**config.mk**
```make
export PLATFORM = sky130hd
export DESIGN_NAME = fetch_sequencer
export DESIGN_NICKNAME = d
export VERILOG_FILES = /design/src/rtl/cpu_pkg.sv /design/src/rtl/adder.sv /design/src/rtl/mux_32.sv /design/src/rtl/pc_next_calc.sv /design/src/rtl/fetch_sequencer.sv
export SDC_FILE = /design/constraint.sdc
export NUM_CORES = 1
export LEC_CHECK = 0
export CAP_MARGIN = 20
export CORE_MARGIN = 4
export CORE_UTILIZATION = 50
export CTS_CLUSTER_DIAMETER = 60
export DETAILED_ROUTE_END_ITERATION = 7
export GPL_TIMING_DRIVEN = 0
export PLACE_DENSITY = 0.77
export SYNTH_ARGS = -nofsm -noshare
export SYNTH_HDL_FRONTEND = slang
export SYNTH_SLANG_ARGS = --single-unit
```
**constraint.sdc**
```tcl
create_clock -name clk -period 4.2 [get_ports clk]
set_input_delay 0.42 -clock clk [delete_from_list [all_inputs] [get_ports clk]]
set_output_delay 0.42 -clock clk [all_outputs]
set_load 0.005 [all_outputs]
```
**src/rtl/cpu_pkg.sv**
```systemverilog
// Shared definitions for the fetch/commit sequencer and its helpers.
package cpu_pkg;

   // Sequencer states; encodings are fixed so other blocks can decode them.
   typedef enum logic [1:0] {
      FETCH  = 2'd0,
      EXEC   = 2'd1,
      COMMIT = 2'd2
   } state_e;

   localparam logic [31:0] NOP_INST = 32'h0000_0000;  // sll $0,$0,0
   localparam logic [31:0] PC_STEP  = 32'd4;

   // Word-aligned byte offset from a 16-bit branch immediate.
   function automatic logic [31:0] branch_offset(input logic [15:0] imm16);
      return {{14{imm16[15]}}, imm16, 2'b00};
   endfunction

endpackage

```
**src/rtl/adder.sv**
```systemverilog
// 32-bit modulo-2^32 adder primitive.
module adder (
   input  logic [31:0] a,
   input  logic [31:0] b,
   output logic [31:0] sum
);

   assign sum = a + b;

endmodule

```
**src/rtl/mux_32.sv**
```systemverilog
// 32-bit 2:1 multiplexer primitive.
module mux_32 (
   input  logic [31:0] in0,
   input  logic [31:0] in1,
   input  logic        sel,
   output logic [31:0] y
);

   assign y = sel ? in1 : in0;

endmodule

```
**src/rtl/pc_next_calc.sv**
```systemverilog
// Combinational next-PC: sequential pc+4, or pc+4 plus the scaled branch offset.
module pc_next_calc
   import cpu_pkg::*;
(
   input  logic [31:0] pc,
   input  logic [15:0] imm16,
   input  logic        nPC_sel,
   output logic [31:0] next_pc
);

   logic [31:0] pc_plus4;
   logic [31:0] pc_branch;

   adder u_add_seq (
      .a   (pc),
      .b   (PC_STEP),
      .sum (pc_plus4)
   );

   adder u_add_br (
      .a   (pc_plus4),
      .b   (branch_offset(imm16)),
      .sum (pc_branch)
   );

   mux_32 u_sel (
      .in0 (pc_plus4),
      .in1 (pc_branch),
      .sel (nPC_sel),
      .y   (next_pc)
   );

endmodule

```
**src/rtl/fetch_sequencer.sv**
```systemverilog
// Fetch/settle/commit sequencer feeding a single-cycle datapath.
module fetch_sequencer
   import cpu_pkg::*;
#(
   parameter logic [31:0] PC_RESET    = 32'h0000_0000,
   parameter int unsigned EXEC_CYCLES = 4
) (
   input  logic        clk,
   input  logic        rst_n,
   output logic        imem_req,
   output logic [31:0] imem_addr,
   input  logic        imem_ready,
   input  logic [31:0] imem_rdata,
   input  logic        stall,
   input  logic        nPC_sel,
   output logic [31:0] inst,
   output logic [31:0] pc,
   output logic        reg_wr_en,
   output logic        mem_wr_en,
   output logic        retire
);

   localparam logic [31:0] PcInit  = {PC_RESET[31:2], 2'b00};
   localparam logic [3:0]  CntLoad = 4'(EXEC_CYCLES - 1);

   state_e      state_q, state_d;
   logic [3:0]  cnt_q, cnt_d;
   logic        run_q;     // low until the first edge after reset release
   logic [31:0] pc_q;
   logic [31:0] inst_q;
   logic [31:0] next_pc;
   logic        latch_inst;
   logic        pc_update;

   pc_next_calc u_pc_next (
      .pc      (pc_q),
      .imm16   (inst_q[15:0]),
      .nPC_sel (nPC_sel),
      .next_pc (next_pc)
   );

   // Next-state and strobes, all decoded from the current state.
   always_comb begin
      state_d    = state_q;
      cnt_d      = cnt_q;
      latch_inst = 1'b0;
      pc_update  = 1'b0;
      imem_req   = 1'b0;
      reg_wr_en  = 1'b0;
      mem_wr_en  = 1'b0;
      retire     = 1'b0;
      case (state_q)
         FETCH: begin
            imem_req = run_q;
            if (run_q && imem_ready) begin
               latch_inst = 1'b1;
               cnt_d      = CntLoad;
               state_d    = EXEC;
            end
         end
         EXEC: begin
            if (!stall) begin
               if (cnt_q == 4'd0) begin
                  state_d = COMMIT;
               end else begin
                  cnt_d = cnt_q - 4'd1;
               end
            end
         end
         COMMIT: begin
            reg_wr_en = 1'b1;
            mem_wr_en = 1'b1;
            retire    = 1'b1;
            pc_update = 1'b1;
            state_d   = FETCH;
         end
         default: state_d = FETCH;
      endcase
   end

   // Control state: FSM, settle counter and post-reset start flag.
   always_ff @(posedge clk or negedge rst_n) begin
      if (!rst_n) begin
         state_q <= FETCH;
         cnt_q   <= 4'd0;
         run_q   <= 1'b0;
      end else begin
         state_q <= state_d;
         cnt_q   <= cnt_d;
         run_q   <= 1'b1;
      end
   end

   // Architectural state: PC and the held instruction word.
   always_ff @(posedge clk or negedge rst_n) begin
      if (!rst_n) begin
         pc_q   <= PcInit;
         inst_q <= NOP_INST;
      end else begin
         if (latch_inst) inst_q <= imem_rdata;
         if (pc_update)  pc_q   <= next_pc;
      end
   end

   assign pc        = pc_q;
   assign imem_addr = pc_q;
   assign inst      = inst_q;

endmodule
```
# Yosys cells after proc, flatten, opt, wreduce, memory -nomap -nowiden
# Cells that the tools add are included.
[classes] n_addsub=3 eq_ne=6 n_mux=13 reduce_logical=6
[ops] op="32-bit by 3-bit adder with 32-bit output (second input constant)" n=1
[ops] op="32-bit adder" n=1
[ops] op="32-bit 2-to-1 mux" n=1
[ops] op="4-bit 2-to-1 mux" n=3
[ops] op="2-bit != test (second input constant)" n=4
[ops] op="4-bit case mux with 2 select lines" n=1
[ops] op="2-bit 2-to-1 mux" n=3
[ops] op="4-bit zero test" n=1
[ops] op="1-bit 2-to-1 mux" n=4
[ops] op="2-bit case mux with 2 select lines" n=1
[ops] op="4-bit AND reduction" n=1
[ops] op="4-bit by 1-bit subtractor with 4-bit output (second input constant)" n=1
[ops] op="3-bit AND reduction" n=1
[ops] op="2-bit by 1-bit equality test with 1-bit output (second input constant)" n=1
[ops] op="2-bit equality test (second input constant)" n=1
[ops] op="2-bit zero test" n=1
[ops] op="2-bit nonzero test" n=1
[ops] op="1-bit logical AND" n=1
[word_totals] reg_bits=71 inputBits=37 out_inout_bits=100

# Longest topological paths before layout
[depth] ltp_word=4 ltp_mapped=17

# Modules after synthesis
# From an unflattened synthesis, not the netlist that was laid out.
[unflattened] hier_cells=804 hier_area_um2=7105.6
[by_module_without_submodules] mod="fetch_sequencer" n_inst=1 cells_each=277 area_each_um2=3070.4 seq_area_each_um2=1776.7
[by_module_without_submodules] mod="adder at u_pc_next.u_add_br" n_inst=1 cells_each=241 area_each_um2=1744.2 seq_area_each_um2=0.0
[by_module_without_submodules] mod="adder at u_pc_next.u_add_seq" n_inst=1 cells_each=248 area_each_um2=1739.2 seq_area_each_um2=0.0
[by_module_without_submodules] mod="mux_32" n_inst=1 cells_each=36 area_each_um2=544.3 seq_area_each_um2=0.0
[by_module_without_submodules] mod="pc_next_calc" n_inst=1 cells_each=2 area_each_um2=7.5 seq_area_each_um2=0.0

# Worst setup path after synthesis
# No wires, ideal clock.
[synth_timing] path_kind="register to register" start="register pc_q[8], in the netlist imem_addr[8]" end="register pc_q[31], in the netlist imem_addr[31]" arrival_ns=3.654 required_time_ns=4.068 setup_slack_ns=0.414 path_stages_with_launch=17 n_path_buf=2 path_cell_list="dfrtp_1 -> clkbuf_2 -> nand4_1 -> nor3_1 -> nand3_1 -> xnor2_1 -> ha_1 -> buf_6 -> a21o_1 -> a21o_1 -> a21oi_2 -> o221ai_2 -> a21oi_2 -> o41ai_2 -> or4_1 -> o211ai_1 -> o221ai_2"
[synth_between] elab_chain_cells=3
[synth_rtl] element="start: declaration" line_no="fetch_sequencer.sv:29" source="logic [31:0] pc_q;"
[synth_rtl] element="start signal: assignment" line_no="fetch_sequencer.sv:97" source="pc_q <= PcInit;"
[synth_rtl] element="start signal: assignment" line_no="fetch_sequencer.sv:101" source="if (pc_update) pc_q <= next_pc;"
[synth_rtl] element="32-bit by 3-bit adder with 32-bit output *" line_no="adder.sv:8" source="assign sum = a + b;"
[synth_rtl] element="32-bit adder" line_no="adder.sv:8"
[synth_rtl] element="32-bit 2-to-1 mux *" line_no="mux_32.sv:9" source="assign y = sel ? in1 : in0;"
# Every way passes the cells marked *; elsewhere a longest branch is shown, timed or not.
# A chain may end at the register's enable or synchronous reset.

# Worst setup path after layout
[layout_timing] start="register pc_q[5], in the netlist imem_addr[5]" end="register pc_q[31], in the netlist imem_addr[31]"
# The elaborated chain is that of the path after synthesis.

==> impl_metrics.json <==
{
  "power_w": 0.00635,
  "drt-total-wl_mm": 17.3,
  "cts_buffer_depth": 2,
  "syn_area_per_cell_um2": 8.90,
  "maxSlewViolCount": 0,
  "place_hpwl_mm": 12.8,
  "status": "complete, no violations",
  "drtIter0Drc": 458,
  "antenna_found_initial": 0,
  "clock-root-buffer": "clkbuf_16",
  "ir_drop_mv": 0.401,
  "slew_headroom_pct": 30.1,
  "yosysUniqueCellTypes": 70,
  "ys_seq_area_share_pct": 30.5,
  "crit_path_max_fanout": 8,
  "nNetsFinal": 868,
  "vias": 5451,
  "first_global_vias": 5535,
  "ys.warnings.count": 0,
  "rsz0062_at_grt": "false",
  "fp-row-count": 38,
  "arrival_ps": 4160,
  "p_per_area_nw_per_um2": 831,
  "drcViolationCount": 0,
  "setup_tns_ps": 0,
  "layout_common_cells": "131 x clkdlybuf4s50_1, 65 x dfrtp_1, 50 x nand2_1",
  "async_flop_share_pct": 100,
  "cts_buffers": 9,
  "path_class": "reg2reg",
  "dieArea_um2": 13100,
  "hold_viol": 0,
  "hp-class": "in2async",
  "reg2reg_slack_ps": 240,
  "first_pass_iters": 5,
  "crit_required_ps": 4410,
  "grt_pass1_wl_mm": 28.0,
  "grt_max_degree": 68,
  "fp.dieW_um": 114,
  "tritoncts": "yes",
  "io_buffers": 132,
  "worstMarginPinSlew_ps": 1050,
  "worst_setup_path_start_kind": "flip-flop",
  "viasPerCell": 5.82,
  "drive_above_1_share_pct": 18.2,
  "p_leak_nw": 3.36,
  "clk_pin_slew_ps": 60,
  "ios": 137,
  "h-tree-depth": 3,
  "endpoint_kind": "flip-flop",
  "grt_usage_pct": 27.1,
  "cap_violations": 0,
  "ys.flop_type": "dfrtp_1",
  "max_freq_mhz": 253,
  "worstSkewPairLatency_ps": 330,
  "die-height_um": 114,
  "finalCritPeriodShare_pct": 94.2,
  "skew_ps": 5.82,
  "nFillCells": 860,
  "min_period_ps": 3960,
  "synth-edff-count": 0,
  "design.core.area_um2": 11000,
  "clkSinkCount": 69,
  "gr-total-overflow": 0,
  "setup_viol": 0,
  "diodes": 0,
  "syn_inst": 636,
  "wire_per_inst_um": 18.5,
  "ant_nets": 0,
  "gp_congestion": 0.927,
  "layout_commonest_cell": "clkdlybuf4s50_1",
  "synth_area_um2": 5660,
  "synth-seq-cells": 69,
  "initial_core_util_pct": 51.5,
  "area_growth_syn_to_layout_pct": 35.0
}
==> stage by stage <==
step	setup WS, ps	hold WS [ps]	instance area [µm²]	std cells	utilization [%]
2_1_floorplan	414	124	5670	639	-
3_3_place_gp	-249	490	7170	911	65.3
3_5_place_dp	-332	225	7190	912	65.5
4_1_cts	10.6	413	7560	934	68.9
5_1_grt	23.1	419	7640	936	69.6
6_report	244	418	7640	936	69.6
==> where the power goes <==
part           internal, W  switching (W)  total, W  leakage, nW
combinational      0.00216        0.00202   0.00419         2.41
clock             0.000462       0.000318  0.000780        0.142
sequential        0.000959       0.000427   0.00139        0.805
total              0.00358        0.00277   0.00635         3.36
==> cells in the mapped netlist (3+ instances only) <==
library cell	number	area (µm²)
nor3_1	13	65.1
and3_1	5	31.3
and2_1	4	25.0
o22ai_1	3	18.8
mux2i_1	4	40.0
clkbuf_1	17	63.8
inv_1	18	67.6
nand2_1	51	191
ha_1	39	488
or3_1	3	18.8
nand3_1	23	115
a31oi_1	12	75.1
buf_4	38	285
mux2_2	34	383
o21bai_1	5	37.5
nor4_1	6	37.5
xnor2_1	24	210
a21o_1	17	128
nor3b_1	4	30.0
a22oi_1	7	52.6
nor2_1	39	146
a21oi_1	44	220
o21a_1	3	22.5
nand4_1	13	81.3
buf_1	4	15.0
dfrtp_1	69	1730
and4_1	3	26.3
o31ai_1	3	22.5
a21oi_2	6	52.6
o211ai_1	3	22.5
o21ai_0	47	235
nor2b_1	3	18.8
xor2_1	24	210
buf_6	3	33.8
==> metal layers <==
metal | up-vias | global-route usage, % | part of all wire, %
li1 | 2556 | - | -
met1 | 2607 | 34.1 | 41
met2 | 246 | 44.7 | 47
met3 | 42 | 5.50 | 7.7
met4 | 0 | 12.1 | 3.8
met5 | - | 0 | 0
==> cell type report <==
class                   count  area [µm²]  share of cell area (%)
plain buffers              65         450                    5.89
repair buffers            143        1420                    18.6
flip-flops and latches     69        1730                    22.7
multi-input cells         485        3500                    45.7
well taps                 140         175                    2.29
clock inverters             7        72.6                   0.950
inverters                  18        67.6                   0.884
clock buffers               9         225                    2.95
==> logic make-up after synthesis <==
logic type | share of synthesized area, %
AND/OR/NAND/NOR | 17.4
AO/OA/AOI/OAI | 18.7
multiplexers | 7.47
other | 0.133
adder cells (fa/ha/maj) | 8.97
XOR/XNOR | 7.43
flip-flops | 30.5
buffers and inverters | 9.39
==> critical path, cell delays in order (launching register included) <==
cell	delay [ps]
dfrtp_1	410
buf_4	170
and4_4	270
nand2_1	130
nor3_4	240
nand3_1	130
xnor2_1	260
ha_1	290
buf_6	140
a21oi_2	200
nand2_1	70
a311oi_1	220
a21boi_0	150
a31oi_2	150
buf_4	180
o41ai_4	90
or4_1	480
o211ai_1	130
o221ai_2	130
==> worst paths after layout <==
path / cells after the start / to / start
max: 18 / imem_addr[31]$_DFFE_PN0P_ / imem_addr[5]$_DFFE_PN0P_
min reg2reg: 1 / inst[21]$_DFFE_PN0P_ / inst[21]$_DFFE_PN0P_
min: 2 / imem_addr[28]$_DFFE_PN0P_ / rst_n
min in group clk: 1 / inst[21]$_DFFE_PN0P_ / inst[21]$_DFFE_PN0P_
max reg2reg: 18 / imem_addr[31]$_DFFE_PN0P_ / imem_addr[5]$_DFFE_PN0P_
max in group asynchronous: 3 / imem_addr[17]$_DFFE_PN0P_ / rst_n
==> flip-flops by register name, summed over array words and instances, names as in the netlist <==
signal     flops
cnt_q          4
imem_addr     30
inst          32
run_q          1
state_q        2
==> repair_timing <==
action	in CTS	in global routing
hold buffers	1	0
setup endpoints to repair	3	10
buffers inserted	5	4
pin swaps	0	4
hold endpoints to repair	2	0
resized for setup	5	14
Note: power is estimated with default switching activity, not from simulation.
